$ cat src/rtl/sound_event_arbiter_if.sv
// Event and request signals between Pong game logic and the sound-event arbiter.
interface sound_event_arbiter_if;
  logic       HitPaddle;
  logic       HitWall;
  logic       PointScored;
  logic       GameOver;
  logic       Mute;
  logic       PlayAgain;
  logic [1:0] Choice;
  logic       Busy;
  logic [3:0] Pending;

  modport master (
    output HitPaddle, HitWall, PointScored, GameOver, Mute,
    input  PlayAgain, Choice, Busy, Pending
  );

  modport slave (
    input  HitPaddle, HitWall, PointScored, GameOver, Mute,
    output PlayAgain, Choice, Busy, Pending
  );
endinterface

$ cat src/rtl/sound_event_arbiter.sv
// Turns game event edges into stretched PlayAgain requests with a fixed-priority
// one-deep queue per event type and a Choice lockout after every request.
module sound_event_arbiter #(
  parameter int PulseCycles   = 1500000,
  parameter int LockoutCycles = 25000000,
  parameter int CounterBits   = 25
) (
  input  logic                 Clock,
  input  logic                 Reset,
  sound_event_arbiter_if.slave bus
);

  typedef enum logic [1:0] {IDLE, PULSE, LOCKOUT} state_t;

  localparam logic [CounterBits-1:0] PulseLast = CounterBits'(PulseCycles - 1);
  localparam logic [CounterBits-1:0] LockLast  = CounterBits'(LockoutCycles - 1);

  state_t                 state_q, state_d;
  logic [CounterBits-1:0] timer_q, timer_d;
  logic [1:0]             choice_q, choice_d;
  logic [3:0]             pend_q, pend_d;
  logic [3:0]             hist_q;
  logic [3:0]             evt_q, evt_d;
  logic                   armed_q;
  logic [3:0]             ev_in;
  logic [1:0]             grant_idx;
  logic [3:0]             grant_mask;

  assign ev_in = {bus.GameOver, bus.PointScored, bus.HitWall, bus.HitPaddle};

  // armed_q masks the first cycle after reset so levels already high never count as edges
  assign evt_d = (armed_q && !bus.Mute) ? (ev_in & ~hist_q) : 4'b0000;

  always_comb begin
    grant_idx = 2'd0;
    if (pend_q[3])      grant_idx = 2'd3;
    else if (pend_q[2]) grant_idx = 2'd2;
    else if (pend_q[1]) grant_idx = 2'd1;
  end

  assign grant_mask = 4'b0001 << grant_idx;

  always_comb begin
    state_d  = state_q;
    timer_d  = timer_q;
    choice_d = choice_q;
    pend_d   = pend_q | evt_q;
    unique case (state_q)
      IDLE: begin
        if (pend_q != 4'b0000 && !bus.Mute) begin
          state_d  = PULSE;
          timer_d  = '0;
          choice_d = grant_idx;
          pend_d   = pend_d & ~grant_mask;
        end
      end
      PULSE: begin
        if (timer_q == PulseLast) begin
          state_d = LOCKOUT;
          timer_d = '0;
        end else begin
          timer_d = timer_q + 1'b1;
        end
      end
      LOCKOUT: begin
        if (timer_q == LockLast) begin
          state_d = IDLE;
          timer_d = '0;
        end else begin
          timer_d = timer_q + 1'b1;
        end
      end
      default: state_d = IDLE;
    endcase
    if (bus.Mute) pend_d = 4'b0000;
  end

  always_ff @(posedge Clock or negedge Reset) begin
    if (!Reset) begin
      state_q  <= IDLE;
      timer_q  <= '0;
      choice_q <= 2'd0;
      pend_q   <= 4'b0000;
      hist_q   <= 4'b0000;
      evt_q    <= 4'b0000;
      armed_q  <= 1'b0;
    end else begin
      state_q  <= state_d;
      timer_q  <= timer_d;
      choice_q <= choice_d;
      pend_q   <= pend_d;
      hist_q   <= ev_in;
      evt_q    <= evt_d;
      armed_q  <= 1'b1;
    end
  end

  assign bus.PlayAgain = (state_q == PULSE);
  assign bus.Busy      = (state_q != IDLE);
  assign bus.Choice    = choice_q;
  assign bus.Pending   = pend_q;

endmodule
$ cat src/flat_wrapper.sv
// flat-port wrapper written by rule: the top's interface ports become plain ports
module sound_event_arbiter_flat 
#(
  parameter int PulseCycles   = 1500000,
  parameter int LockoutCycles = 25000000,
  parameter int CounterBits   = 25
)
  (Clock, Reset, bus_HitPaddle, bus_HitWall, bus_PointScored, bus_GameOver, bus_Mute, bus_PlayAgain, bus_Choice, bus_Busy, bus_Pending);
  sound_event_arbiter_if bus_i ();
  input  logic Clock;
  input  logic Reset;
  input wire logic [$bits(bus_i.HitPaddle)-1:0] bus_HitPaddle;
  input wire logic [$bits(bus_i.HitWall)-1:0] bus_HitWall;
  input wire logic [$bits(bus_i.PointScored)-1:0] bus_PointScored;
  input wire logic [$bits(bus_i.GameOver)-1:0] bus_GameOver;
  input wire logic [$bits(bus_i.Mute)-1:0] bus_Mute;
  output wire logic [$bits(bus_i.PlayAgain)-1:0] bus_PlayAgain;
  output wire logic [$bits(bus_i.Choice)-1:0] bus_Choice;
  output wire logic [$bits(bus_i.Busy)-1:0] bus_Busy;
  output wire logic [$bits(bus_i.Pending)-1:0] bus_Pending;
  assign bus_i.HitPaddle = bus_HitPaddle;
  assign bus_i.HitWall = bus_HitWall;
  assign bus_i.PointScored = bus_PointScored;
  assign bus_i.GameOver = bus_GameOver;
  assign bus_i.Mute = bus_Mute;
  assign bus_PlayAgain = bus_i.PlayAgain;
  assign bus_Choice = bus_i.Choice;
  assign bus_Busy = bus_i.Busy;
  assign bus_Pending = bus_i.Pending;
  sound_event_arbiter #(.PulseCycles(PulseCycles), .LockoutCycles(LockoutCycles), .CounterBits(CounterBits)) u_core (.Clock(Clock), .Reset(Reset), .bus(bus_i));
endmodule
$ cat config.mk
export PLATFORM = sky130hd
export DESIGN_NAME = sound_event_arbiter_flat
export DESIGN_NICKNAME = d
export VERILOG_FILES = /design/src/rtl/sound_event_arbiter_if.sv /design/src/rtl/sound_event_arbiter.sv /design/src/flat_wrapper.sv
export SDC_FILE = /design/constraint.sdc
export NUM_CORES = 1
export LEC_CHECK = 0
export CAP_MARGIN = 20
export CELL_PAD_IN_SITES_DETAIL_PLACEMENT = 0
export CELL_PAD_IN_SITES_GLOBAL_PLACEMENT = 1
export CORE_ASPECT_RATIO = 1.5
export CORE_MARGIN = 2
export CORE_UTILIZATION = 45
export CTS_CLUSTER_SIZE = 25
export DETAILED_ROUTE_END_ITERATION = 16
export GPL_ROUTABILITY_DRIVEN = 1
export GPL_TIMING_DRIVEN = 0
export PLACE_DENSITY = 0.79
export SLEW_MARGIN = 5
export SYNTH_ARGS = -nofsm -noshare
export SYNTH_HDL_FRONTEND = slang
export SYNTH_SLANG_ARGS = --single-unit
$ cat constraint.sdc
create_clock -name Clock -period 2.5 [get_ports Clock]
set_clock_uncertainty 0.05 [all_clocks]
set_input_delay 0.5 -clock Clock [delete_from_list [all_inputs] [get_ports Clock]]
set_output_delay 0.5 -clock Clock [all_outputs]
set_load 0.01 [all_outputs]
After elaboration in Yosys (flattened, before gate mapping). Cells that the tools add are included.

Output and inout port bits: 8. Register bits after elaboration: 42. Bits in latches: 0. Bits in writable memories: 0. Input bits: 7. Memories kept: 0. Bits in read-only memories: 0.

Div/mod/pow operators: 0. $lt $le $gt $ge: 0. Add/sub/neg operators: 1. Shift-type cells: 1. Reduce and logical (&&, ||, !) cells: 10. $mul: 0. Bitwise logic cells: 5. Multiplexer cells: 15. Equality and inequality tests: 7.

Operators by type and width (number): 25-bit 2-to-1 mux (3); 25-bit case mux with 3 select lines (1); 25-bit by 1-bit adder with 25-bit output, second input constant (1); 25-bit by 21-bit equality test with 1-bit output, second input constant (1); 25-bit equality test, second input constant (1); 4-bit 2-to-1 mux (4); 2-bit 2-to-1 mux (5); 4-bit AND (2); 4-bit inverter (2); 2-bit by 1-bit inequality test with 1-bit output, second input constant (3); 2-bit case mux with 3 select lines (1); 4-bit bitwise OR (1); 2-bit AND reduction (2); 4-bit nonzero test (1); 1-bit by 2-bit left shift with 4-bit output, first input constant (1); 3-bit AND reduction (1); 3-bit nonzero test (1); 2-bit by 1-bit equality test with 1-bit output, second input constant (1); 2-bit equality test, second input constant (1); 1-bit logical AND (2); 2-bit zero test (1); 2-bit nonzero test (1); 1-bit zero test (1); 1-bit 2-to-1 mux (1).

Depth between registers and ports, before layout. Gate-level depths: netlist (run 1).

Word-level depth: 9. Mapped depth: 7. Mapped depth without buffers: 7.

Least setup slack after synthesis (run 1). Ideal clock, no wire load.

Path kind: register to register. Start: register u_core.timer_q[0]. End: register u_core.timer_q[24]. Stages on the path, launching flop included: 7. Arrival time: 1902 ps. Library setup time: 78 ps. Setup slack: 470 ps. Path through: dfrtp_1 -> ha_1 -> nand4_2 -> or3_1 -> buf_2 -> or4b_1 -> a21oi_1.

Cells in the longest elaborated chain, start to end: 3.

RTL lines: start, declared (RTL line sound_event_arbiter.sv:19) `logic [CounterBits-1:0] timer_q, timer_d;`; start signal, assigned (RTL line sound_event_arbiter.sv:89) `timer_q <= timer_d;`; 25-bit by 1-bit adder with 25-bit output (tied with other cells) (RTL line sound_event_arbiter.sv:62, sound_event_arbiter.sv:70); 25-bit 2-to-1 mux, on equally long branches (RTL line sound_event_arbiter.sv:66, sound_event_arbiter.sv:58); 25-bit case mux with 3 select lines * (RTL line sound_event_arbiter.sv:48) `unique case (state_q)`.

Mark *: on every way between the ends. The rest lies on a longest branch, timed or not. A chain may end at the register's enable or synchronous reset.

Worst setup path after layout (run 1).
Start: input port bus_Mute. End: register u_core.timer_q[9].

Cells in the longest elaborated chain, start to end: 4.

RTL lines: start, declared (RTL line flat_wrapper.sv:16) `input wire logic [$bits(bus_i.Mute)-1:0] bus_Mute;`; 1-bit zero test (RTL line sound_event_arbiter.sv:50) `if (pend_q != 4'b0000 && !bus.Mute) begin`; 1-bit logical AND (RTL line sound_event_arbiter.sv:50); 2-bit by 1-bit inequality test with 1-bit output (no source line); 2-bit AND reduction (no source line).

Every way passes these cells.

==> impl_metrics.py, run 1 <==
metrics = {
    "detailed_routing": {
        "detail-route-antenna-nets": 0,
        "vias_per_cell": 5.56,
        "dr.pass1.iters": 4,
        "drt-wirelength-per-cell_um": 16.1,
        "routed_wl_um": 5140,
        "drc": 0,
        "drt_iter0_drc": 67,
        "routed-via-count": 1775,
    },
    "logic_synthesis": {
        "yosys_register_bits": 42,
        "synth_cell_types": 47,
        "synthMuxAreaShare": 0.0140,
        "synth-compound-area-share": 0.0919,
        "netlist_area_sq_mm": 0.00233,
        "synthFlopType": "dfrtp_1",
        "synthSimpleGateAreaFrac": 0.314,
        "synth-edff-count": 0,
        "postSynthAreaPerCell_sq_um": 10.3,
        "synth_top_family_by_area": "simple AND/OR/NAND/NOR gates",
        "syn_nets": 239,
        "yosys_warnings": 0,
        "synth-async-reset-ratio": 1.00,
        "synth_xor_area_frac": 0.0602,
        "postSynthCellCount": 226,
        "ys_seq_area_frac": 0.452,
        "yosys.area_share.adder": 0.0323,
    },
    "cells_and_area": {
        "most-common-layout-cells": "dfrtp_1, nor2_1, nand2_1",
        "nets": 263,
        "area_growth_pct": 15.7,
        "n_antenna_cell": 0,
        "final_common_cell": "dfrtp_1",
        "drive_gt1_frac": 0.143,
    },
    "critical_path": {
        "crit_type": "in2reg",
        "crit_path_start_kind": "primary input",
        "crit_required_ns": 2.66,
        "cp_data_arrival_time_ns": 2.46,
        "r2r_cells": 6,
        "critical_path.endpoint_type": "flop",
        "path_max_fanout": 10,
    },
    "floorplan": {
        "boundaryPins": 15,
        "die_height_um": 92.1,
        "fp.dieW_um": 62.7,
        "core_area_sq_mm": 0.00504,
        "die_area_sq_mm": 0.00577,
        "initial_utilization": 0.461,
        "row_count": 32,
    },
    "clock_network": {
        "root_buffer": "clkbuf_8",
        "clock-sinks": 42,
        "clockBufferDepth": 2,
        "clk_pin_slew_ns": 0.08,
        "cts_tree": "done",
        "h-tree-depth": 2,
        "hold_buffers": 0,
        "cts_buffers": 5,
        "clk_latency_ns": 0.29,
    },
    "global_route": {
        "grt_use_met2": 0.358,
        "grt_pass1_vias": 1810,
        "grt_max_degree": 27,
        "grt_usage": 0.199,
        "antenna_found_initial": 0,
        "gr-total-overflow": 0,
        "use_met1": 0.233,
        "grt_pass1_wl_um": 8940,
        "grt-busiest-layer": "met2",
        "met3_usage": 0.0307,
    },
    "timing": {
        "fin_crit_ns": 2.30,
        "max_freq_mhz": 435,
        "fin_ws_ns": 0.203,
        "setup_viol": 0,
        "holdWs_ns": 0.0844,
        "relSlewSlack": 0.546,
        "slew_viol_final": 0,
        "tightest_slew_ns": 0.682,
        "min_period_over_period": 0.919,
        "final_hold_viol_count": 0,
        "rsz0062_at_grt": "no",
    },
    "flow_run": {
        "maxCapViolCount": 0,
    },
    "place": {
        "io_buffers": 14,
        "gp_congestion": 0.798,
        "place_ws_ns": -0.0965,
        "dpl.hpwl_um": 3690,
    },
    "power_and_ir_drop": {
        "cellLeakagePower_nw": 1.01,
        "total_power_mw": 2.14,
        "peakVddDrop_mv": 0.334,
        "p_per_area_mw_per_mm2": 794,
    },
    "outcome": {
        "status": "finished, final reports clean",
    },
    "hold_path": {
        "min_path_type": "in2async",
    },
}
[worst paths after layout]
kind	startpoint	to	slack, ns
max	bus_Mute	u_core.timer_q[9]$_DFFE_PN0P_	0.20
min	Reset	u_core.timer_q[11]$_DFFE_PN0P_	0.08
max reg2reg	u_core.timer_q[0]$_DFFE_PN0P_	u_core.timer_q[24]$_DFFE_PN0P_	0.25
min reg2reg	u_core.hist_q[0]$_DFF_PN0_	u_core.evt_q[0]$_DFF_PN0_	0.36
max in group asynchronous	Reset	u_core.timer_q[10]$_DFFE_PN0P_	1.83
min in group Clock	u_core.hist_q[0]$_DFF_PN0_	u_core.evt_q[0]$_DFF_PN0_	0.36
[metrics by stage]
stage,std cells,setup TNS (ns),instance area (sq um),util
2_1_floorplan,226,0,2330,-
3_3_place_gp,308,-11.50,2550,0.506
3_5_place_dp,309,-0.263,2570,0.509
4_1_cts,317,0,2680,0.531
5_1_grt,319,0,2690,0.534
6_report,319,0,2690,0.534
[synthesized netlist by cell type (all sizes together), types with 3 or more instances]
master,n,share of area
nor3,6,0.018
dfrtp,42,0.45
nor4b,5,0.028
nor4,17,0.081
clkbuf,5,0.0081
nand2,21,0.034
o211ai,8,0.026
xnor2,16,0.060
nand4,5,0.016
o21ai,6,0.013
nor2,28,0.045
ha,6,0.032
or3,3,0.010
nor3b,4,0.013
and3,5,0.013
inv,6,0.0097
buf,6,0.017
nand3,11,0.024
[cells by family after synthesis]
logic type | Yosys count
xor+xnor | 16
flops | 42
buf+inv | 17
compound gates | 27
simple gates | 114
other cells | 1
mux | 3
fa+ha+maj | 6
[report_power, final]
| group | switching (mW) | internal [mW] |
|---|---|---|
| registers | 0.0411 | 0.732 |
| clock network | 0.238 | 0.294 |
| logic | 0.538 | 0.294 |
[registers in the layout, summed over array words and instances (netlist names)]
register            flops
u_core.evt_q            4
u_core.bus.Choice       2
u_core.state_q          2
u_core.armed_q          1
u_core.bus.Pending      4
u_core.hist_q           4
u_core.timer_q         25
[worst max-delay path: stages]
cell and delay [ns]:
clkdlybuf4s50_1 0.52, o21a_1 0.25, or2_2 0.32, clkbuf_1 0.27
or3_1 0.41, o211ai_1 0.17
[metal layers]
| layer | routed length (um) | vias up |
|---|---|---|
| li1 | - | 866 |
| met4 | 102 | 0 |
| met5 | 0 | - |
| met1 | 2180 | 877 |
| met3 | 121 | 6 |
| met2 | 2740 | 26 |
[area by class of cell]
cell class	instances	area (sq um)
Timing Repair Buffer	17	170
Sequential cell	42	1050
Multi-Input combinational cell	167	1200
Clock inverter	3	40.0
Inverter	6	22.5
Tap cell	68	85.1
Clock buffer	5	68.8
Fill cell	497	2350
Buffer	11	58.8
[timing repair]
action | in CTS | in global routing
buffers inserted | 0 | 2
gates resized for setup | 0 | 2
setup endpoints to repair | 0 | 6
Power figures use the tool's default switching activity.
==> run 2, diff against run 1 <==
- CORE_MARGIN: 2 -> 10
==> run 2 against run 1 <==
Compared with the run above: register-to-register slack lost 0.03 ns; first-iteration DRC count up 24%; clock power shrank 13%; power shrank 5.2%; critical path depth is 2 lower; sequential power barely moved; sequential share of layout area rose by 0.35 points; final area decreased by 0.88%.
==> impl_metrics.py, run 2 (synthesis gave the netlist of run 1 again) <==
metrics = {
    "outcome": {
        "status": "finished, final reports clean",
    },
    "floorplan": {
        "initial_utilization": 0.458,
        "die_area_sq_mm": 0.00851,
        "boundaryPins": 15,
        "row_count": 32,
        "die_height_um": 108,
        "fp.dieW_um": 78.7,
        "core_area_sq_mm": 0.00508,
    },
    "power_and_ir_drop": {
        "total_power_mw": 2.02,
        "p_seq_frac": 0.382,
        "cellLeakagePower_nw": 0.989,
        "p_per_area_mw_per_mm2": 759,
        "power_frac_clock": 0.229,
        "p_int_mw": 1.19,
        "netSwitchingPower_mw": 0.833,
        "p_comb_frac": 0.389,
        "peakVddDrop_mv": 0.337,
        "swShare": 0.411,
    },
    "detailed_routing": {
        "drt_iter0_drc": 83,
        "dr.pass1.iters": 4,
        "detail-route-antenna-nets": 0,
        "routed_wl_um": 5220,
        "drc": 0,
        "drt-wirelength-per-cell_um": 16.5,
        "routed-via-count": 1781,
        "vias_per_cell": 5.62,
    },
    "global_route": {
        "antenna_found_initial": 0,
        "grt_usage": 0.129,
        "gr-total-overflow": 0,
        "grt_pass1_wl_um": 9010,
        "grt_pass1_vias": 1764,
        "grt_max_degree": 23,
    },
    "clock_network": {
        "clock-sinks": 42,
        "cts_buffers": 5,
        "clk_latency_ns": 0.30,
        "clk_pin_slew_ns": 0.09,
        "cts_tree": "done",
        "hold_buffers": 0,
        "root_buffer": "clkbuf_8",
        "clockBufferDepth": 2,
        "h-tree-depth": 2,
    },
    "place": {
        "io_buffers": 14,
        "dp_cells": 309,
        "dpl.hpwl_um": 3900,
        "dpl-instance-area_sq_mm": 0.00257,
        "gp_congestion": 0.797,
    },
    "critical_path": {
        "crit_end": "bus_Busy",
        "rr_endpoint": "u_core.timer_q[20]$_DFFE_PN0P_",
        "cp_data_arrival_time_ns": 1.74,
        "path_max_fanout": 4,
        "r2r_slack_ns": 0.22,
        "crit_type": "reg2out",
        "r2r_cells": 7,
        "crit_required_ns": 1.95,
        "startpoint": "u_core.state_q[0]$_DFFE_PN0P_",
        "critical_path.endpoint_type": "output port",
        "crit_path_start_kind": "flop",
        "crit-reg2reg-launch": "u_core.timer_q[0]$_DFFE_PN0P_",
    },
    "cells_and_area": {
        "final_common_cell": "dfrtp_1",
        "num-fill-cells": 497,
        "regMostFlops": "u_core.timer_q",
        "fin_util": 0.525,
        "drive_gt1_frac": 0.137,
        "nets": 261,
        "final_cell_area_sq_mm": 0.00267,
        "largest_reg_flops": 25,
        "area_growth_pct": 14.7,
        "area.sequential_sq_mm": 0.00105,
        "n_antenna_cell": 0,
        "multiInputGateArea_sq_mm": 0.00120,
        "most-common-layout-cells": "dfrtp_1, nor2_1, nand2_1",
        "final_cells": 317,
    },
    "timing": {
        "fin_crit_ns": 2.29,
        "min_period_over_period": 0.916,
        "final_hold_viol_count": 0,
        "slew_viol_final": 0,
        "max_freq_mhz": 436,
        "setup_viol": 0,
        "rsz0062_at_grt": "no",
        "setup_tns_ns": 0,
        "tightest_slew_ns": 0.715,
        "relSlewSlack": 0.524,
    },
    "hold_path": {
        "min_path_type": "in2async",
    },
    "flow_run": {
        "maxCapViolCount": 0,
    },
}
run 2: worst min path at each step:
stage | end | depth (start not counted)
floorplan | u_core.armed_q$_DFF_PN0_ | 0
global placement | u_core.evt_q[2]$_DFF_PN0_ | 1
detailed placement | u_core.evt_q[2]$_DFF_PN0_ | 1
CTS | u_core.timer_q[13]$_DFFE_PN0P_ | 1
global route | u_core.timer_q[20]$_DFFE_PN0P_ | 1
finish | u_core.timer_q[13]$_DFFE_PN0P_ | 1
run 2: area by class of cell:
| class | count | share of cell area |
|---|---|---|
| Clock buffer | 5 | 0.0258 |
| Buffer | 11 | 0.0220 |
| Multi-Input combinational cell | 167 | 0.448 |
| Sequential cell | 42 | 0.394 |
| Timing Repair Buffer | 15 | 0.0609 |
| Clock inverter | 3 | 0.00891 |
| Tap cell | 68 | 0.0319 |
| Inverter | 6 | 0.00844 |
run 2: what timing repair did:
item                                    CTS  global route
setup buffers                             0             0
gates resized for setup                   0             2
endpoints found under the setup margin    0             5
run 2: worst max-delay path, cell delays in order, from the launching register on:
cell	delay, ns
dfrtp_1	0.41
inv_1	0.10
ha_1	0.26
inv_1	0.12
clkdlybuf4s50_1	0.56
run 2: layer usage:
layer	GRT usage	vias to the layer above	part of all wire
met5	0	-	0
met4	0.0308	0	0.0073
met3	0.0257	4	0.034
met2	0.235	25	0.54
met1	0.151	885	0.42
li1	-	867	-
run 2: power groups by stage:
| stage | registers, mW | logic, mW | clock network, mW |
|---|---|---|---|
| 3_5_place_dp | 0.788 | 0.798 | 0 |
| 2_1_floorplan | 0.787 | 0.516 | 0 |
| 4_1_cts | 0.774 | 0.801 | 0.477 |
| 5_1_grt | 0.781 | 0.870 | 0.507 |
| 6_report | 0.773 | 0.788 | 0.463 |
| 3_3_place_gp | 0.785 | 0.796 | 0 |
run 2: through the flow:
step	hold slack (ns)	setup slack, ns
after CTS	0.136	0.0903
after detailed placement	0.350	-0.0711
after global placement	0.338	-0.277
after floorplan	0.154	0.470
final	0.116	0.209
after global routing	0.134	0.0331
==> run 3, diff against run 2 <==
- PLACE_DENSITY: 0.79 -> default
- PLACE_DENSITY_LB_ADDON: default -> 0.1
==> run 3 against run 2 <==
Compared with the run above: wire length is 3.6% higher; worst setup slack better by 0.010 ns; power rose by 12%; maximum frequency rose by 0.45%; sequential power is essentially flat; largest cell class unchanged; critical path depth rose by 2; cell count increased by 0.95%; sequential share of layout area fell by 0.87 points.
==> impl_metrics.py, run 3 (synthesis gave the netlist of run 1 again) <==
metrics = {
    "detailed_routing": {
        "vias_per_cell": 5.60,
        "drt-wirelength-per-cell_um": 16.9,
        "routed-via-count": 1793,
        "detail-route-antenna-nets": 0,
        "drc": 0,
        "routed_wl_um": 5410,
        "dr.pass1.iters": 4,
        "drt_iter0_drc": 51,
    },
    "critical_path": {
        "critical_path.endpoint_type": "flop",
        "worst-path-stages": 6,
        "crit_chain": "clkdlybuf4s50_1, o21a_1, or2_2, clkbuf_1, or3_1, o211ai_1",
        "crit_type": "in2reg",
        "cp_slowest_cell": "clkdlybuf4s50_1",
        "crit_path_start_kind": "primary input",
        "critPathTopFamily": "buffers and inverters",
        "crit_required_ns": 2.67,
        "path_max_fanout": 10,
        "cp_data_arrival_time_ns": 2.45,
        "max_stage_delay_ns": 0.53,
        "path_buf_inv": 2,
        "r2r_cells": 6,
    },
    "timing": {
        "max_freq_mhz": 438,
        "setup_viol": 0,
        "rsz0062_at_grt": "no",
        "fin_ws_ns": 0.219,
        "final_hold_viol_count": 0,
        "min_period_over_period": 0.912,
        "setup_tns_ns": 0,
        "slew_viol_final": 0,
        "tightest_slew_ns": 0.715,
        "fin_crit_ns": 2.28,
        "relSlewSlack": 0.523,
    },
    "clock_network": {
        "clockBufferDepth": 2,
        "cts_tree": "done",
        "h-tree-depth": 2,
        "clock-sinks": 42,
        "clk_pin_slew_ns": 0.08,
        "root_buffer": "clkbuf_8",
        "hold_buffers": 0,
        "cts_buffers": 5,
        "clk_latency_ns": 0.29,
    },
    "global_route": {
        "antenna_found_initial": 0,
        "grt_pass1_vias": 1872,
        "grt_usage": 0.138,
        "grt_pass1_wl_um": 9480,
        "grt_max_degree": 28,
        "gr-total-overflow": 0,
    },
    "cells_and_area": {
        "final_cells": 320,
        "n_antenna_cell": 0,
        "most-common-layout-cells": "dfrtp_1, nor2_1, nand2_1",
        "area_growth_pct": 17.3,
        "regMostFlops": "u_core.timer_q",
        "largest_reg_flops": 25,
        "final_common_cell": "dfrtp_1",
        "nets": 264,
        "drive_gt1_frac": 0.147,
    },
    "hold_path": {
        "min_path_type": "in2async",
    },
    "floorplan": {
        "core_area_sq_mm": 0.00508,
        "die_area_sq_mm": 0.00851,
        "die_height_um": 108,
        "boundaryPins": 15,
        "row_count": 32,
        "fp.dieW_um": 78.7,
        "initial_utilization": 0.458,
    },
    "power_and_ir_drop": {
        "cellLeakagePower_nw": 1.03,
        "p_per_area_mw_per_mm2": 833,
        "peakVddDrop_mv": 0.484,
    },
    "flow_run": {
        "maxCapViolCount": 0,
    },
    "place": {
        "place_ws_ns": -0.110,
        "dpl.hpwl_um": 4050,
        "gp_congestion": 0.748,
        "dp_cells": 309,
        "io_buffers": 14,
    },
    "outcome": {
        "status": "finished, final reports clean",
    },
}
==> run 3: repair_timing <==
item | 4_1_cts | 5_1_grt
hold endpoints to repair | 0 | 0
gates resized for setup | 0 | 2
endpoints found under the setup margin | 0 | 10
buffers inserted | 0 | 3
==> run 3: final timing paths <==
kind	slack (ns)	to	start
min in group Clock	0.35	u_core.evt_q[2]$_DFF_PN0_	u_core.hist_q[2]$_DFF_PN0_
setup / recovery	0.22	u_core.timer_q[9]$_DFFE_PN0P_	bus_Mute
hold reg to reg	0.35	u_core.evt_q[2]$_DFF_PN0_	u_core.hist_q[2]$_DFF_PN0_
setup reg to reg	0.24	u_core.timer_q[2]$_DFFE_PN0P_	u_core.bus.Pending[2]$_DFF_PN0_
hold / removal	0.08	u_core.hist_q[0]$_DFF_PN0_	Reset
max in group asynchronous	1.83	u_core.timer_q[5]$_DFFE_PN0P_	Reset
==> run 3: layer usage <==
| metal | GRT usage | vias to the layer above | share of wire |
|---|---|---|---|
| li1 | - | 877 | - |
| met1 | 0.152 | 885 | 0.42 |
| met2 | 0.256 | 25 | 0.53 |
| met3 | 0.0266 | 6 | 0.027 |
| met4 | 0.0501 | 0 | 0.016 |
| met5 | 0 | - | 0 |
==> run 3: area by class of cell <==
class,instances,area (sq um)
Multi-Input combinational cell,167,1200
Timing Repair Buffer,18,178
Clock inverter,3,68.8
Sequential cell,42,1050
Clock buffer,5,68.8
Inverter,6,22.5
Buffer,11,58.8
Tap cell,68,85.1
Fill cell,501,2360
==> run 3: power by group <==
part | switching [mW] | total [mW] | internal [mW] | leakage, nW
registers | 0.0402 | 0.772 | 0.732 | 0.564
clock network | 0.241 | 0.641 | 0.400 | 0.0683
logic | 0.548 | 0.860 | 0.312 | 0.396
total | 0.828 | 2.27 | 1.44 | 1.03
==> run 3: stage by stage <==
step	utilization	hold WS (ns)	total power, mW	instance area, sq um
floorplan	-	0.154	1.30	2330
global placement	0.502	0.346	1.59	2550
detailed placement	0.505	0.346	1.59	2570
CTS	0.532	0.0851	2.24	2710
global route	0.537	0.0942	2.40	2730
finish	0.537	0.0807	2.27	2730
